## config.mk

```make
export PLATFORM = sky130hd
export DESIGN_NAME = rpn_stack_engine
export DESIGN_NICKNAME = d
export VERILOG_FILES = /design/src/rtl/rpn_stack_engine.sv
export SDC_FILE = /design/constraint.sdc
export NUM_CORES = 1
export LEC_CHECK = 0
export CAP_MARGIN = 20
export CORE_ASPECT_RATIO = 1.5
export CORE_MARGIN = 1.5
export CORE_UTILIZATION = 66
export CTS_BUF_LIST = sky130_fd_sc_hd__clkbuf_8 sky130_fd_sc_hd__clkbuf_16
export DETAILED_ROUTE_END_ITERATION = 8
export PLACE_DENSITY = 0.84
export SYNTH_ARGS = -nofsm -noshare
export SYNTH_HDL_FRONTEND = slang
export SYNTH_SLANG_ARGS = --single-unit
```

## constraint.sdc

```tcl
create_clock -name CLOCK_50 -period 9.42 [get_ports CLOCK_50]
set_clock_uncertainty 0.2 [all_clocks]
set_input_delay 1.884 -clock CLOCK_50 [delete_from_list [all_inputs] [get_ports CLOCK_50]]
set_output_delay 1.884 -clock CLOCK_50 [all_outputs]
set_load 0.1 [all_outputs]
```

## src/rtl/rpn_stack_engine.sv

```systemverilog
// rpn_stack_engine: hardware RPN stack with registered TOS, a DEPTH-1 entry
// synchronous-read memory below it, an integrated ALU and sticky
// overflow/underflow error handling behind a valid/ready command port.
module rpn_stack_engine #(
   parameter int WIDTH = 8,
   parameter int DEPTH = 16,
   parameter int CNT_W = $clog2(DEPTH + 1)
) (
   input  logic             CLOCK_50,
   input  logic             RESET_N,
   input  logic             cmd_valid,
   output logic             cmd_ready,
   input  logic [2:0]       cmd_op,
   input  logic [WIDTH-1:0] cmd_data,
   input  logic             err_clr,
   output logic [WIDTH-1:0] top,
   output logic [CNT_W-1:0] count,
   output logic             overflow,
   output logic             underflow,
   output logic             busy
);

   localparam int AW = (DEPTH > 2) ? $clog2(DEPTH - 1) : 1;

   typedef enum logic [1:0] {
      S_IDLE,
      S_READ,
      S_EXEC,
      S_ERROR
   } state_t;

   typedef enum logic [2:0] {
      OP_PUSH = 3'b000,
      OP_POP  = 3'b001,
      OP_ADD  = 3'b010,
      OP_SUB  = 3'b011,
      OP_MUL  = 3'b100,
      OP_AND  = 3'b101,
      OP_OR   = 3'b110,
      OP_SWAP = 3'b111
   } op_t;

   state_t           state;
   op_t              op_in;
   op_t              op_lat;
   logic [WIDTH-1:0] tos;
   logic [WIDTH-1:0] q;
   logic [WIDTH-1:0] alu;
   logic [WIDTH-1:0] mem [0:DEPTH-2];

   logic             accept;
   logic             mem_we;
   logic [AW-1:0]    mem_waddr;
   logic [WIDTH-1:0] mem_wdata;
   logic             mem_re;
   logic [AW-1:0]    mem_raddr;

   assign top       = tos;
   assign cmd_ready = (state == S_IDLE) && !overflow && !underflow;

   // Command decode and memory port control; writes are suppressed during reset
   always_comb begin
      op_in     = op_t'(cmd_op);
      accept    = cmd_valid && cmd_ready;
      mem_we    = 1'b0;
      mem_waddr = '0;
      mem_wdata = tos;
      mem_re    = 1'b0;
      mem_raddr = AW'(count - CNT_W'(2));
      if (RESET_N) begin
         if (state == S_IDLE && accept && op_in == OP_PUSH &&
             count != '0 && count != CNT_W'(DEPTH)) begin
            mem_we    = 1'b1;
            mem_waddr = AW'(count - CNT_W'(1));
         end else if (state == S_EXEC && op_lat == OP_SWAP) begin
            mem_we    = 1'b1;
            mem_waddr = AW'(count - CNT_W'(2));
         end
      end
      if (state == S_IDLE && accept && op_in != OP_PUSH && count >= CNT_W'(2))
         mem_re = 1'b1;
   end

   // ALU: NOS (memory q) op TOS, all results modulo 2^WIDTH
   always_comb begin
      alu = q;
      case (op_lat)
         OP_ADD:  alu = q + tos;
         OP_SUB:  alu = q - tos;
         OP_MUL:  alu = q * tos;
         OP_AND:  alu = q & tos;
         OP_OR:   alu = q | tos;
         default: alu = q;
      endcase
   end

   // Stack body: synchronous write and synchronous read, no reset on contents
   always_ff @(posedge CLOCK_50) begin
      if (mem_we)
         mem[mem_waddr] <= mem_wdata;
      if (mem_re)
         q <= mem[mem_raddr];
   end

   // Control FSM with registered TOS, count, busy and sticky error flags
   always_ff @(posedge CLOCK_50) begin
      if (!RESET_N) begin
         state     <= S_IDLE;
         op_lat    <= OP_PUSH;
         tos       <= '0;
         count     <= '0;
         overflow  <= 1'b0;
         underflow <= 1'b0;
         busy      <= 1'b0;
      end else begin
         case (state)
            S_IDLE: begin
               if (accept) begin
                  case (op_in)
                     OP_PUSH: begin
                        if (count == CNT_W'(DEPTH)) begin
                           overflow <= 1'b1;
                           state    <= S_ERROR;
                        end else begin
                           tos   <= cmd_data;
                           count <= count + CNT_W'(1);
                        end
                     end
                     OP_POP: begin
                        if (count == '0) begin
                           underflow <= 1'b1;
                           state     <= S_ERROR;
                        end else begin
                           op_lat <= op_in;
                           busy   <= 1'b1;
                           state  <= S_READ;
                        end
                     end
                     default: begin
                        if (count < CNT_W'(2)) begin
                           underflow <= 1'b1;
                           state     <= S_ERROR;
                        end else begin
                           op_lat <= op_in;
                           busy   <= 1'b1;
                           state  <= S_READ;
                        end
                     end
                  endcase
               end
            end
            S_READ: begin
               state <= S_EXEC;
            end
            S_EXEC: begin
               case (op_lat)
                  OP_POP: begin
                     tos   <= (count == CNT_W'(1)) ? '0 : q;
                     count <= count - CNT_W'(1);
                  end
                  OP_SWAP: begin
                     tos <= q;
                  end
                  default: begin
                     tos   <= alu;
                     count <= count - CNT_W'(1);
                  end
               endcase
               busy  <= 1'b0;
               state <= S_IDLE;
            end
            S_ERROR: begin
               if (err_clr) begin
                  overflow  <= 1'b0;
                  underflow <= 1'b0;
                  state     <= S_IDLE;
               end
            end
            default: state <= S_IDLE;
         endcase
      end
   end

endmodule

```

==> summary.md <==
| Metric | Value |
|---|---|
| Yosys warning count | 0 |
| GP Congestion | 0.936 |
| Minimum clock period | 4890 ps |
| Slew HR | between 30% and 40% |
| Core Area | approximately 12000 um2 |
| Count of hold-fix buffers inserted at cts | 0 |
| Most frequent cell after synthesis | edfxtp_1 |
| Critical Path End Type | flop |
| Residual DRC count | 0 |
| Routed wire length | 19.4 mm |
| EDFF count, synth | between 100 and 150 |
| Sw Ratio | 33.8% |
| Chip Width | 93.0 um |
| Avg Cell Area, Syn | roughly 12 um2 |
| CTS sink count | approximately 150 |
| Layout cells sized above 1 | 12.2% |
| Power per cell area | 219 nW/um2 |
| Part of the cycle the worst path needs | around 52% |
| Die area | ~13000 um2 |
| Top-area cell type share of the netlist area | a little under half |
| CTS H-Tree Depth | 4 |
| Post-DP HPWL | 12.9 mm |
| CP most frequent cell | nand3_1 |
| Netlist cell types | 60 |
| Post-CTS sizing | 0 |
| MaxCap Viol Count | 0 |
| Met2 routed WL | around 10 mm |
| Post-CTS setup buffers | 0 |
| Sum of buffers and inverters on the critical path | 1 |
| Global route overflow | 0 |
| Detail Route Antenna Nets | 0 |
| Met1 WL | 7.05 mm |
| R2R setup slack | 4950 ps |
| Top cells by area in the synthesized netlist | edfxtp_1 (48%), mux4_2 (6.7%), ha_1 (5.3%) |
| Vias in the first global route | 5690 |
| Port bufs | 31 |
| Ys async rst share | 0% |
| Measured slew at the worst slew-check pin | 1020 ps |
| Post-synthesis sequential area ratio | 53.2% |
| Per-cell routed wire length | 23.0 um |
| Total Neg Setup Slack | 0 ps |
| Max Freq | 204 MHz |
| RSZ-0062 raised after global routing | false |
| Routed length on met3 | about 1.2 mm |
| Yosys top cell by area | edfxtp_1 |
| Die height | 138 um |
| Final cell count without fillers | between 800 and 900 |
| P_sw | 667 uW |
| Crit-path max cell delay | 660 ps |
| Worst Path Required | between 9000 and 10000 ps |
| Final core occ | 75.6% |
| Final setup viols | 0 |
| Clock share of power | around a third |
| CP startpoint kind | input port |
| Status | finished clean |
| Hold_ws | 316 ps |
| Row count | 49 |
| Pint | roughly 1300 uW |
| Number of I/O pins | 32 |
| Clock root buffer | clkbuf_16 |
| Worst path cell trace | clkdlybuf4s50_1 -> nor3_2 -> nand3_1 -> a21oi_1 -> nand2_1 -> o21ai_0 -> nand3_1 -> nor2_1 |
| CTS clk-pin slew, worst paths | 60 ps |
| Post-Syn Area | 8020 um2 |
| Crit Path Max Fanout | 8 |
| Clk buf depth | 2 |
| Fill count | about 770 |
| CP max stage cell | nor2_1 |
| Pleak | 0.00320 uW |
| Worst-Skew Late Latency | around 410 ps |
| Top_reg_cell synth | edfxtp_1 |
| Vias per inst | 6.51 |
| Final Hold Fails | 0 |
| Crit Path Class | input port to flop |
| Largest net degree at the start of global routing | 46 |
| Nets@finish | about 740 |
| Synth top cells by count | edfxtp_1 (128), nor2_1 (52), nand2_1 (51) |
| Combinational power share | 28.9% |
| Yosys reg bits | 149 |
| Initial drt markers | between 400 and 500 |
| Total CTS buffers | 17 |
| Drt pass-1 iters | 5 |
| Layout area overhead | 12.2% |
| Initial antenna violation count | 0 |
| Maximum VDD drop | 0.177 mV |
| Worst min path class | flop to flop |
| Total track usage | between 30% and 40% |
| Crit path max-delay family | simple AND/OR/NAND/NOR gates |
| CTS tree | done |
| Post-Synthesis Cells | 653 |
| Antenna cells | 0 |
| Highest metal used | met4 |
| First-pass GRT wire length | 30.6 mm |
| Starting density of the core | 67.4% |
| Via Count | 5490 |
| Syn_nets | a little over 700 |
| CP Data Arrival Time | about 4700 ps |
| Seq pwr share | 39.4% |
| Dpl cells | 810 |
| Final Max Slew Viols | 0 |
-- power by group through the flow --
stage | Sequential (uW) | Clock, uW | Combinational [uW]
after floorplan | 847 | 0 | 362
after global placement | 790 | 0 | 544
after detailed placement | 790 | 0 | 560
after CTS | 776 | 628 | 565
after global routing | 779 | 657 | 617
final | 777 | 625 | 571
-- final timing paths --
check        depth (start not counted)                    to                start
min reg2reg                          2     busy$_SDFFE_PN0P_    busy$_SDFFE_PN0P_
max                                  8  mem[13][1]$_DFFE_PP_            cmd_op[0]
max reg2reg                         15   top[7]$_SDFFE_PN0P_  top[4]$_SDFFE_PN0P_
min                                  2     busy$_SDFFE_PN0P_    busy$_SDFFE_PN0P_
-- cell families (layout without fill, tap and decap cells) --
logic type / Yosys count / in the layout / synth area share [%]
and+or+nand+nor: 182 / 182 / 11.2
DFF: 149 / 149 / 53.2
AOI/OAI and AO/OA: 119 / 119 / 10.2
buffers and inverters: 78 / 115 / 3.92
adders and majority gates: 47 / 47 / 8.55
muxes: 45 / 45 / 9.38
xor gates and xnor gates: 33 / 33 / 3.60
-- tightest hold or removal path, cell delays in order (launching register included) --
cell and delay [ps]:
dfxtp_1 330, a21oi_1 50, nor2_1 100
-- cells in the final DEF (no fill, tap or decap), types with 12 or more instances in the layout --
master           synthesis  final
fa_1                    13     13
inv_1                   40     40
and2_1                  17     17
mux2i_1                 20     20
clkdlybuf4s50_1          0     31
buf_4                    0     12
a211oi_1                20     20
nand3_1                 15     15
o21ai_0                 20     20
a21oi_1                 28     28
clkbuf_16                0     17
ha_1                    34     34
xnor2_1                 28     28
mux4_2                  24     24
nor2_1                  52     52
nand2_1                 51     51
dfxtp_1                 21     20
edfxtp_1               128    128
-- final cells by class --
class | count | area [um2] | area share [%]
clock buffers | 17 | 425 | 4.73
clock inverters | 15 | 123 | 1.36
inverters | 40 | 150 | 1.67
multi-input cells | 426 | 3440 | 38.3
flip-flops and latches | 149 | 4270 | 47.4
well taps | 153 | 191 | 2.13
repair buffers | 43 | 400 | 4.45
-- metal layers --
layer	track usage, %	vias to the layer above
met5	0	-
met4	16.3	0
met3	5.83	64
met2	55.1	245
met1	38.1	2736
li1	-	2445
-- per-stage QoR --
step,total power (uW),area (um2),worst slack [ps]
floorplan,1210,8020,4410
finish,1970,9000,4530
global placement,1330,8440,4370
global route,2050,9000,4350
CTS,1970,8990,4630
detailed placement,1350,8440,4260
-- flip-flops by register name, indices dropped and copies added (netlist names) --
name,count
busy,1
count,5
mem,120
op_lat,3
overflow,1
q,8
state,2
top,8
underflow,1
Note: power is estimated with default switching activity, not from simulation.
